==> src/rtl/ctrl_unit_hs.sv <==
`default_nettype none
// ============================================================================
// Module      : ctrl_unit_hs
// Description : Multi-cycle control unit for the bus-based processor with FPU.
//               Fetches over a req/ack memory handshake, decodes {opc,RX,RY}
//               and sequences one-hot register-file and datapath strobes.
//               Wait states optionally abort after WAIT_MAX cycles.
// Revision    : 1.0 - initial release
// ============================================================================
module ctrl_unit_hs #(
    parameter int DATA_W   = 9,
    parameter int REG_AW   = 3,
    parameter int OPC_W    = 3,
    parameter int WAIT_MAX = 0
) (
    input  logic                              clk,
    input  logic                              resetn,
    input  logic [DATA_W-1:0]                 din,
    input  logic                              mem_ack,
    input  logic                              fpu_done,
    input  logic                              g_nz,
    output logic [OPC_W+2*REG_AW-1:0]         ir,
    output logic [4:0]                        state,
    output logic [(1<<REG_AW)-1:0]            reg_in,
    output logic [(1<<REG_AW)-1:0]            reg_out,
    output logic                              din_out,
    output logic                              g_out,
    output logic                              gf_out,
    output logic                              a_in,
    output logic                              g_in,
    output logic                              af_in,
    output logic                              gf_in,
    output logic                              add_sub,
    output logic                              fpu_start,
    output logic                              addr_in,
    output logic                              dout_in,
    output logic                              mem_rd,
    output logic                              mem_wr,
    output logic                              incr_pc,
    output logic                              done,
    output logic                              illegal_op,
    output logic                              timeout_err
);

    localparam int INSTR_W = OPC_W + 2 * REG_AW;
    localparam int NREGS   = 1 << REG_AW;
    localparam int PC_IDX  = NREGS - 1;
    localparam int CNT_W   = (WAIT_MAX > 1) ? $clog2(WAIT_MAX + 1) : 1;
    // Count value seen in the last permitted wait cycle (count starts at 0)
    localparam logic [CNT_W-1:0] TMO_LAST = (WAIT_MAX > 0) ? CNT_W'(WAIT_MAX - 1) : '0;

    typedef enum logic [4:0] {
        ST_RESET  = 5'd0,  ST_LDADDR = 5'd1,  ST_FWAIT = 5'd2,  ST_DECODE = 5'd3,
        ST_MV     = 5'd4,  ST_MVI_A  = 5'd5,  ST_MVI_W = 5'd6,  ST_AS1    = 5'd7,
        ST_AS2    = 5'd8,  ST_AS3    = 5'd9,  ST_LD1   = 5'd10, ST_LDW    = 5'd11,
        ST_ST1    = 5'd12, ST_ST2    = 5'd13, ST_STW   = 5'd14, ST_MVNZ   = 5'd15,
        ST_F1     = 5'd16, ST_F2     = 5'd17, ST_FW    = 5'd18, ST_TRAP   = 5'd19
    } state_t;

    state_t               state_q, state_d;
    logic [INSTR_W-1:0]   ir_q, ir_d;
    logic [CNT_W-1:0]     cnt_q, cnt_d;

    logic [OPC_W-1:0]     opc;
    logic [31:0]          opc_ext;
    logic [REG_AW-1:0]    rx;
    logic [REG_AW-1:0]    ry;
    logic                 wait_expired;

    assign opc          = ir_q[INSTR_W-1 -: OPC_W];
    assign opc_ext      = 32'(opc);
    assign rx           = ir_q[2*REG_AW-1 -: REG_AW];
    assign ry           = ir_q[REG_AW-1:0];
    assign wait_expired = (WAIT_MAX > 0) && (cnt_q == TMO_LAST);
    assign state        = state_q;
    assign ir           = ir_q;

    // State, instruction and wait-counter registers
    always_ff @(posedge clk or negedge resetn) begin
        if (!resetn) begin
            state_q <= ST_RESET;
            ir_q    <= '0;
            cnt_q   <= '0;
        end else begin
            state_q <= state_d;
            ir_q    <= ir_d;
            cnt_q   <= cnt_d;
        end
    end

    // Next-state and strobe decode; wait states count while no ack, else counter is held at 0
    always_comb begin
        state_d     = state_q;
        ir_d        = ir_q;
        cnt_d       = '0;
        reg_in      = '0;
        reg_out     = '0;
        din_out     = 1'b0;
        g_out       = 1'b0;
        gf_out      = 1'b0;
        a_in        = 1'b0;
        g_in        = 1'b0;
        af_in       = 1'b0;
        gf_in       = 1'b0;
        add_sub     = 1'b0;
        fpu_start   = 1'b0;
        addr_in     = 1'b0;
        dout_in     = 1'b0;
        mem_rd      = 1'b0;
        mem_wr      = 1'b0;
        incr_pc     = 1'b0;
        done        = 1'b0;
        illegal_op  = 1'b0;
        timeout_err = 1'b0;

        case (state_q)
            ST_RESET: state_d = ST_LDADDR;
            ST_LDADDR: begin
                reg_out[PC_IDX] = 1'b1;
                addr_in         = 1'b1;
                mem_rd          = 1'b1;
                state_d         = ST_FWAIT;
            end
            ST_FWAIT: begin
                mem_rd = 1'b1;
                if (mem_ack) begin
                    ir_d    = din[INSTR_W-1:0];
                    incr_pc = 1'b1;
                    state_d = ST_DECODE;
                end else if (wait_expired) begin
                    done        = 1'b1;
                    timeout_err = 1'b1;
                    state_d     = ST_LDADDR;
                end else begin
                    cnt_d = cnt_q + 1'b1;
                end
            end
            ST_DECODE: begin
                case (opc_ext)
                    32'd0:        state_d = ST_MV;
                    32'd1:        state_d = ST_MVI_A;
                    32'd2, 32'd3: state_d = ST_AS1;
                    32'd4:        state_d = ST_LD1;
                    32'd5:        state_d = ST_ST1;
                    32'd6:        state_d = ST_MVNZ;
                    32'd7:        state_d = ST_F1;
                    default:      state_d = ST_TRAP;
                endcase
            end
            ST_MV: begin
                reg_out[ry] = 1'b1;
                reg_in[rx]  = 1'b1;
                done        = 1'b1;
                state_d     = ST_LDADDR;
            end
            ST_MVI_A: begin
                reg_out[PC_IDX] = 1'b1;
                addr_in         = 1'b1;
                mem_rd          = 1'b1;
                state_d         = ST_MVI_W;
            end
            ST_MVI_W: begin
                mem_rd = 1'b1;
                if (mem_ack) begin
                    din_out    = 1'b1;
                    reg_in[rx] = 1'b1;
                    incr_pc    = 1'b1;
                    done       = 1'b1;
                    state_d    = ST_LDADDR;
                end else if (wait_expired) begin
                    done        = 1'b1;
                    timeout_err = 1'b1;
                    state_d     = ST_LDADDR;
                end else begin
                    cnt_d = cnt_q + 1'b1;
                end
            end
            ST_AS1: begin
                reg_out[rx] = 1'b1;
                a_in        = 1'b1;
                state_d     = ST_AS2;
            end
            ST_AS2: begin
                reg_out[ry] = 1'b1;
                g_in        = 1'b1;
                add_sub     = (opc_ext == 32'd3);
                state_d     = ST_AS3;
            end
            ST_AS3: begin
                g_out      = 1'b1;
                reg_in[rx] = 1'b1;
                done       = 1'b1;
                state_d    = ST_LDADDR;
            end
            ST_LD1: begin
                reg_out[ry] = 1'b1;
                addr_in     = 1'b1;
                mem_rd      = 1'b1;
                state_d     = ST_LDW;
            end
            ST_LDW: begin
                mem_rd = 1'b1;
                if (mem_ack) begin
                    din_out    = 1'b1;
                    reg_in[rx] = 1'b1;
                    done       = 1'b1;
                    state_d    = ST_LDADDR;
                end else if (wait_expired) begin
                    done        = 1'b1;
                    timeout_err = 1'b1;
                    state_d     = ST_LDADDR;
                end else begin
                    cnt_d = cnt_q + 1'b1;
                end
            end
            ST_ST1: begin
                reg_out[rx] = 1'b1;
                dout_in     = 1'b1;
                state_d     = ST_ST2;
            end
            ST_ST2: begin
                reg_out[ry] = 1'b1;
                addr_in     = 1'b1;
                state_d     = ST_STW;
            end
            ST_STW: begin
                mem_wr = 1'b1;
                if (mem_ack) begin
                    done    = 1'b1;
                    state_d = ST_LDADDR;
                end else if (wait_expired) begin
                    done        = 1'b1;
                    timeout_err = 1'b1;
                    state_d     = ST_LDADDR;
                end else begin
                    cnt_d = cnt_q + 1'b1;
                end
            end
            ST_MVNZ: begin
                if (g_nz) begin
                    state_d = ST_MV;
                end else begin
                    done    = 1'b1;
                    state_d = ST_LDADDR;
                end
            end
            ST_F1: begin
                reg_out[rx] = 1'b1;
                af_in       = 1'b1;
                state_d     = ST_F2;
            end
            ST_F2: begin
                reg_out[ry] = 1'b1;
                gf_in       = 1'b1;
                fpu_start   = 1'b1;
                state_d     = ST_FW;
            end
            ST_FW: begin
                if (fpu_done) begin
                    gf_out     = 1'b1;
                    reg_in[rx] = 1'b1;
                    done       = 1'b1;
                    state_d    = ST_LDADDR;
                end else if (wait_expired) begin
                    done        = 1'b1;
                    timeout_err = 1'b1;
                    state_d     = ST_LDADDR;
                end else begin
                    cnt_d = cnt_q + 1'b1;
                end
            end
            ST_TRAP: begin
                done       = 1'b1;
                illegal_op = 1'b1;
                state_d    = ST_LDADDR;
            end
            default: state_d = ST_RESET;
        endcase
    end

endmodule
`default_nettype wire
==> config.mk <==
export PLATFORM = sky130hd
export DESIGN_NAME = ctrl_unit_hs
export DESIGN_NICKNAME = d
export VERILOG_FILES = /design/src/rtl/ctrl_unit_hs.sv
export SDC_FILE = /design/constraint.sdc
export NUM_CORES = 1
export LEC_CHECK = 0
export ABC_AREA = 1
export CAP_MARGIN = 20
export CORE_MARGIN = 8
export CORE_UTILIZATION = 44
export CTS_CLUSTER_SIZE = 14
export DETAILED_ROUTE_END_ITERATION = 7
export PLACE_DENSITY = 0.86
export SETUP_SLACK_MARGIN = 0.4
export SYNTH_ARGS = -nofsm -noshare
export SYNTH_HDL_FRONTEND = slang
export SYNTH_SLANG_ARGS = --single-unit
==> constraint.sdc <==
create_clock -name clk -period 2.8 [get_ports clk]
set_input_delay 0.28 -clock clk [delete_from_list [all_inputs] [get_ports clk]]
set_output_delay 0.28 -clock clk [all_outputs]
set_load 0.03 [all_outputs]
==> metrics.yaml, run 1 <==
run_status:
  status: "finished clean"
flow_run:
  max-cap-violations: 0
cells_and_area:
  stdcell_count: 292
  synthToLayoutAreaGrowth_pct: 46.5
  num_antenna_cells: 0
  final_layout_size_suffix_gt1_frac: 0.195
  fin_area_mm2: 0.00184
  nets: 278
sta:
  hold_viol_final: 0
  max_slew_margin: 0.596
  setup_tns_ns: 0
  rsz0062_at_grt: "false"
  drv_slew: 0
  max_freq_mhz: 443
  skew_ns: 0.00522
  setup_viol: 0
  timing.final.crit_share: 0.806
  post-route-min-period_ns: 2.26
  worstMarginPinSlew_ns: 0.603
floorplan:
  ioPinCount: 61
  fp-row-count: 19
  die_area_mm2: 0.00482
  coreArea_mm2: 0.00273
  floorplan.die.height_um: 69.5
  start_util: 0.460
  die_w_um: 69.5
cts:
  cts_root_buf: "clkbuf_4"
  cts.clk_slew.worst_paths_ns: 0.08
  cts_tree: "built"
  cts_buffers: 3
  clock_sinks: 14
  cts_max_level: 1
  post_cts_buffers: 0
  clock_latency_ns: 0.28
  cts_buffer_depth: 2
grt:
  grt_pass1_vias: 1494
  grt_usage: 0.173
  overflow: 0
  grt_max_degree: 17
  grt_pass1_wl_um: 7130
  grt_antenna_before_repair: 0
min_path:
  hold_class: "in -> async"
logic_synthesis:
  synth_top_family_by_area: "simple AND/OR/NAND/NOR gates"
  synthAdderAreaFrac: 0.0199
  synth.distinct_cells: 28
  synth_nets: 218
  ys_seq_area_frac: 0.279
  synth_xor_area_frac: 0
  ys_ff_latch: 14
  syn_area_mm2: 0.00126
  synth_compound_area_frac: 0.124
  yosys.area_share.simple: 0.460
  syn_area_per_cell_um2: 6.23
  synth-warning-count: 0
  synthCells: 202
  muxShareOfSynthArea: 0
drt:
  wl_met1_um: 1900
  firstDrtPassIters: 5
  routed_via_density: 5.19
  via_count: 1516
  drt_iter0_drc: 131
  wl_met3_um: 257
  top_layer_used: "met4"
  post_drt_wl_per_cell_um: 14.2
  detail-route-antenna-nets: 0
  drc: 0
  wl_um: 4150
  wl_met2_um: 1870
worst_setup_path:
  startpoint_type: "register"
  crit_type: "reg -> out"
  crit_fanout: 8
  end_kind: "output pin"
  required_ns: 2.52
  crit_arrival_ns: 1.98
placed_design:
  io_buffers: 59
  place_area_mm2: 0.00186
  dp_cells: 288
  gp_congestion: 0.916
  dp_hpwl_um: 3520
power_and_ir_drop:
  power_per_cell_area_mw_per_mm2: 1090
  irDropWorstVdd_mv: 0.773
  cellLeakagePower_nw: 0.955
==> cell type report <==
cell class,instances,area [µm²]
sequential,14,355
multi-input combinational,154,773
tap,31,38.8
timing repair buffer,59,526
clock buffer,4,36.3
inverter,30,113
fill,274,892
==> worst paths after layout <==
check | startpoint | endpoint | slack, ns | depth (start not counted)
worst max-delay path | state[0]$_DFFE_PN0P_ | reg_out[2] | 0.54 | 9
min in group clk | din[6] | ir[6]$_DFFE_PN0P_ | 0.55 | 3
worst min-delay path | resetn | ir[6]$_DFFE_PN0P_ | 0.38 | 1
worst min register to register | state[0]$_DFFE_PN0P_ | state[0]$_DFFE_PN0P_ | 0.59 | 2
max in group asynchronous | resetn | state[4]$_DFFE_PN0P_ | 1.99 | 1
worst max register to register | state[1]$_DFFE_PN0P_ | ir[3]$_DFFE_PN0P_ | 1.26 | 7
==> power by group <==
part	switching, mW	internal, mW
clock	0.0618	0.0791
sequential	0.138	0.295
combinational	0.949	0.488
total	1.15	0.861
==> cells by family after synthesis <==
logic type               after synthesis
other                                  1
AND/OR/NAND/NOR                      125
buffers and inverters                 34
AO/OA/AOI/OAI                         26
adder cells (fa/ha/maj)                2
flip-flops                            14
==> Yosys cell counts, drive strengths merged <==
cell type  number  share of area
o211ai          2          0.012
a21oi           8          0.035
o22ai           7          0.035
nor3            7          0.041
nand3b          1         0.0060
conb            1         0.0030
ha              2          0.020
a21boi          1         0.0060
dfrtp          14           0.28
inv            30          0.090
nand3          26           0.10
nand2          38           0.12
o21a            1         0.0060
nand4           1         0.0050
buf             4          0.025
o21ai           6          0.024
nor2           52           0.18
o311ai          1         0.0070
==> metrics by stage <==
step	utilization	hold WS, ns	setup slack [ns]	power (mW)
after CTS	0.688	0.377	0.356	2.01
after global placement	0.679	0.551	0.456	1.88
final	0.674	0.376	0.542	2.01
after global routing	0.674	0.405	0.392	2.17
after floorplan	-	-0.0156	0.430	1.37
after detailed placement	0.679	0.573	0.394	1.89
==> placed cells by master (no fill, tap or decap), drive strengths merged <==
cell type      count
nand3b             1
ha                 2
clkdlybuf4s50     37
o311ai             1
nand4              1
conb               1
dfrtp             14
dlygate4sd2        3
nor2              52
nor3               7
buf                1
o21a               1
clkdlybuf4s15      1
o21ai              6
a21oi              8
nand2             38
dlymetal6s2s       3
nand3             26
clkdlybuf4s18      1
o22ai              7
o211ai             2
inv               30
a21boi             1
clkbuf            17
==> sequential cells by signal (all words and copies together) (netlist names) <==
register  count
state         5
ir            9
==> per-layer routing <==
metal  track usage  vias up
li1              -      768
met2         0.272       72
met4        0.0911        0
met5             0        -
met1         0.224      665
met3        0.0229       11
==> worst max-delay path: stages (launching register included) <==
cell	delay [ns]
dfrtp_2	0.46
inv_2	0.11
nor2_1	0.07
nand2_1	0.09
nor2_1	0.07
nor2_2	0.16
nand2_1	0.12
nor2_4	0.21
o22ai_1	0.10
clkdlybuf4s18_2	0.31
==> what timing repair did <==
action                                  in CTS  in global routing
endpoints found under the setup margin      19                 24
hold buffers                                 0                  0
pin swaps                                    0                  1
gates resized for setup                     30                 34
Power figures use the tool's default switching activity.
==> run 2: changes to the inputs <==
--- a/config.mk
+++ b/config.mk
@@ -8,10 +8,10 @@
 export ABC_AREA = 1
 export CAP_MARGIN = 20
 export CORE_MARGIN = 8
-export CORE_UTILIZATION = 44
+export CORE_UTILIZATION = 41
 export CTS_CLUSTER_SIZE = 14
 export DETAILED_ROUTE_END_ITERATION = 7
-export PLACE_DENSITY = 0.86
+export PLACE_DENSITY = 0.81
 export SETUP_SLACK_MARGIN = 0.4
 export SYNTH_ARGS = -nofsm -noshare
 export SYNTH_HDL_FRONTEND = slang
==> constraint.sdc (replaced) <==
create_clock -name clk -period 2.3 [get_ports clk]
set_input_delay 0.23 -clock clk [delete_from_list [all_inputs] [get_ports clk]]
set_output_delay 0.23 -clock clk [all_outputs]
set_load 0.03 [all_outputs]
==> run 2 against run 1 <==
Worst setup slack worse by 0.43 ns. Critical endpoint is now reg_out[1]. Combinational power increased by 74%. Total power is 61% higher. Critical path depth increased by 1. Via count increased by 19%. Worst hold slack lost 0.040 ns. Sequential power grew 29%. Clock power rose by 23%. Non-clock buffer count is 28 higher. Sequential share of layout area decreased by 4.5 points. First-iteration DRC count rose by 120%. Wire length rose by 37%. Highest routed layer unchanged.
==> metrics.yaml, run 2 (synthesis results as in run 1) <==
drt:
  wl_um: 5680  # +37%
  via_count: 1809  # +19%
  post_drt_wl_per_cell_um: 17.6  # +24%
  drc: 0  # unchanged
  routed_via_density: 5.62  # +8.2%
  firstDrtPassIters: 5  # unchanged
  detail-route-antenna-nets: 0  # unchanged
  drt_iter0_drc: 284  # +120%
worst_setup_path:
  crit_fanout: 8  # unchanged
  cpMostUsedCell: "nor2_2"
  crit_type: "reg -> out"
  crit_arrival_ns: 1.96  # -0.02 ns
  max_stage_delay_ns: 0.48  # +0.02 ns
  critPathSlowestCell: "dfrtp_2"
  startpoint_type: "register"
  required_ns: 2.07  # -0.45 ns
  end_kind: "output pin"
  crit_chain: "inv_4 > nor2_2 > nand2_1 > nor2_2 > nor2_2 > nand2_2 > nor2_4 > buf_12 > o22ai_2 > buf_6"
grt:
  grt_max_degree: 17  # unchanged
  grt_antenna_before_repair: 0  # unchanged
  overflow: 0  # unchanged
  grt_usage: 0.211  # +0.0381
  grt_pass1_wl_um: 8660  # +21%
  grt_pass1_vias: 1724  # +15%
cells_and_area:
  fillers: 190  # -31%
  register_area_um2: 357  # +0.35%
  largest_reg_flops: 9  # unchanged
  multi_input_area_mm2: 0.00103  # +33%
  layout_common_cells: "nand2_1, nor2_1, clkdlybuf4s50_1"
  num_antenna_cells: 0  # unchanged
  final_layout_size_suffix_gt1_frac: 0.422  # +0.227
  synthToLayoutAreaGrowth_pct: 91.3
  final_common_cell: "nand2_1"
  nets: 306  # +10%
cts:
  holdBufCountCts: 0  # unchanged
  cts_buffers: 3  # unchanged
  cts_max_level: 1  # unchanged
  clock_latency_ns: 0.27  # about the same
  clock_sinks: 14  # unchanged
  cts.clk_slew.worst_paths_ns: 0.08  # about the same
  cts_tree: "built"
  cts_root_buf: "clkbuf_4"
  cts_buffer_depth: 2  # unchanged
sta:
  hold_viol_final: 0  # unchanged
  rsz0062_at_grt: "true"
  max_slew_margin: 0.586  # -0.0102
  drv_slew: 0  # unchanged
  max_freq_mhz: 458
  setup_viol: 0  # unchanged
  post-route-min-period_ns: 2.19
  skew_ns: 0.00136  # -0.00385 ns
  timing.final.crit_share: 0.950
  setup_tns_ns: 0  # unchanged
  worstMarginPinSlew_ns: 0.619  # +0.0153 ns
placed_design:
  io_buffers: 59  # unchanged
  dp_hpwl_um: 3560  # +1.1%
  gp_congestion: 0.980  # +7.0%
power_and_ir_drop:
  power_per_cell_area_mw_per_mm2: 1340  # +23%
  cellLeakagePower_nw: 1.14  # +20%
  power_mw: 3.23  # +61%
  irDropWorstVdd_mv: 0.820  # +6.1%
floorplan:
  die_area_mm2: 0.00510  # +5.6%
  die_w_um: 71.4  # +2.8%
  coreArea_mm2: 0.00298  # +8.9%
  fp-row-count: 20  # +1
  ioPinCount: 61  # unchanged
  start_util: 0.422  # -0.0377
  floorplan.die.height_um: 71.4  # +2.8%
run_status:
  status: "finished clean"
min_path:
  hold_class: "in -> async"
flow_run:
  max-cap-violations: 0  # unchanged
## run 2: metal layers
metal	wire [µm]	GRT usage	vias up
met1	2300	0.262	846
met4	213	0.118	0
met5	0	0	-
li1	-	-	827
met2	2740	0.338	109
met3	427	0.0363	27
## run 2: worst max-delay path, delay by kind of cell, from the launching register on
family	cells	cell delay [ns]
AOI/OAI and AO/OA	1	0.13
buffers and inverters	3	0.39
DFF	1	0.48
and+or+nand+nor	6	0.67
## run 2: area by class of cell
cell class | count | area share
timing repair buffer | 87 | 0.343
clock buffer | 4 | 0.0151
sequential | 14 | 0.148
tap | 33 | 0.0172
inverter | 30 | 0.0489
multi-input combinational | 154 | 0.428
## run 2: repair_timing
item | 4_1_cts | 5_1_grt
cloned | 0 | 0
resized for setup | 90 | 27
buffers inserted | 19 | 6
setup endpoints to repair | 32 | 30
pin swaps | 14 | 2
## run 2: report_power, final
part,switching (mW),internal (mW),leakage [nW]
logic,1.57,0.930,0.966
clock network,0.0768,0.0963,0.0210
registers,0.198,0.360,0.157
## run 2: stage by stage
step | utilization | cells | setup slack, ns | hold WS (ns) | area (µm²)
after global placement | 0.658 | 293 | 0.220 | 0.548 | 1960
after detailed placement | 0.658 | 293 | 0.233 | 0.556 | 1960
after floorplan | - | 202 | 0.328 | -0.0656 | 1380
after global routing | 0.808 | 322 | 0.0521 | 0.367 | 2410
final | 0.808 | 322 | 0.114 | 0.336 | 2410
after CTS | 0.793 | 316 | 0.233 | 0.353 | 2360
## run 2: path summary, 6_finish.rpt
check	from	to	cells past startpoint	slack [ns]
worst max-delay path	state[0]$_DFFE_PN0P_	reg_out[1]	10	0.11
worst min-delay path	resetn	ir[2]$_DFFE_PN0P_	1	0.34
worst max register to register	state[1]$_DFFE_PN0P_	ir[2]$_DFFE_PN0P_	9	0.53
worst min register to register	ir[7]$_DFFE_PN0P_	ir[7]$_DFFE_PN0P_	2	0.59
max in group asynchronous	resetn	state[1]$_DFFE_PN0P_	1	1.53
min in group clk	din[7]	ir[7]$_DFFE_PN0P_	3	0.51
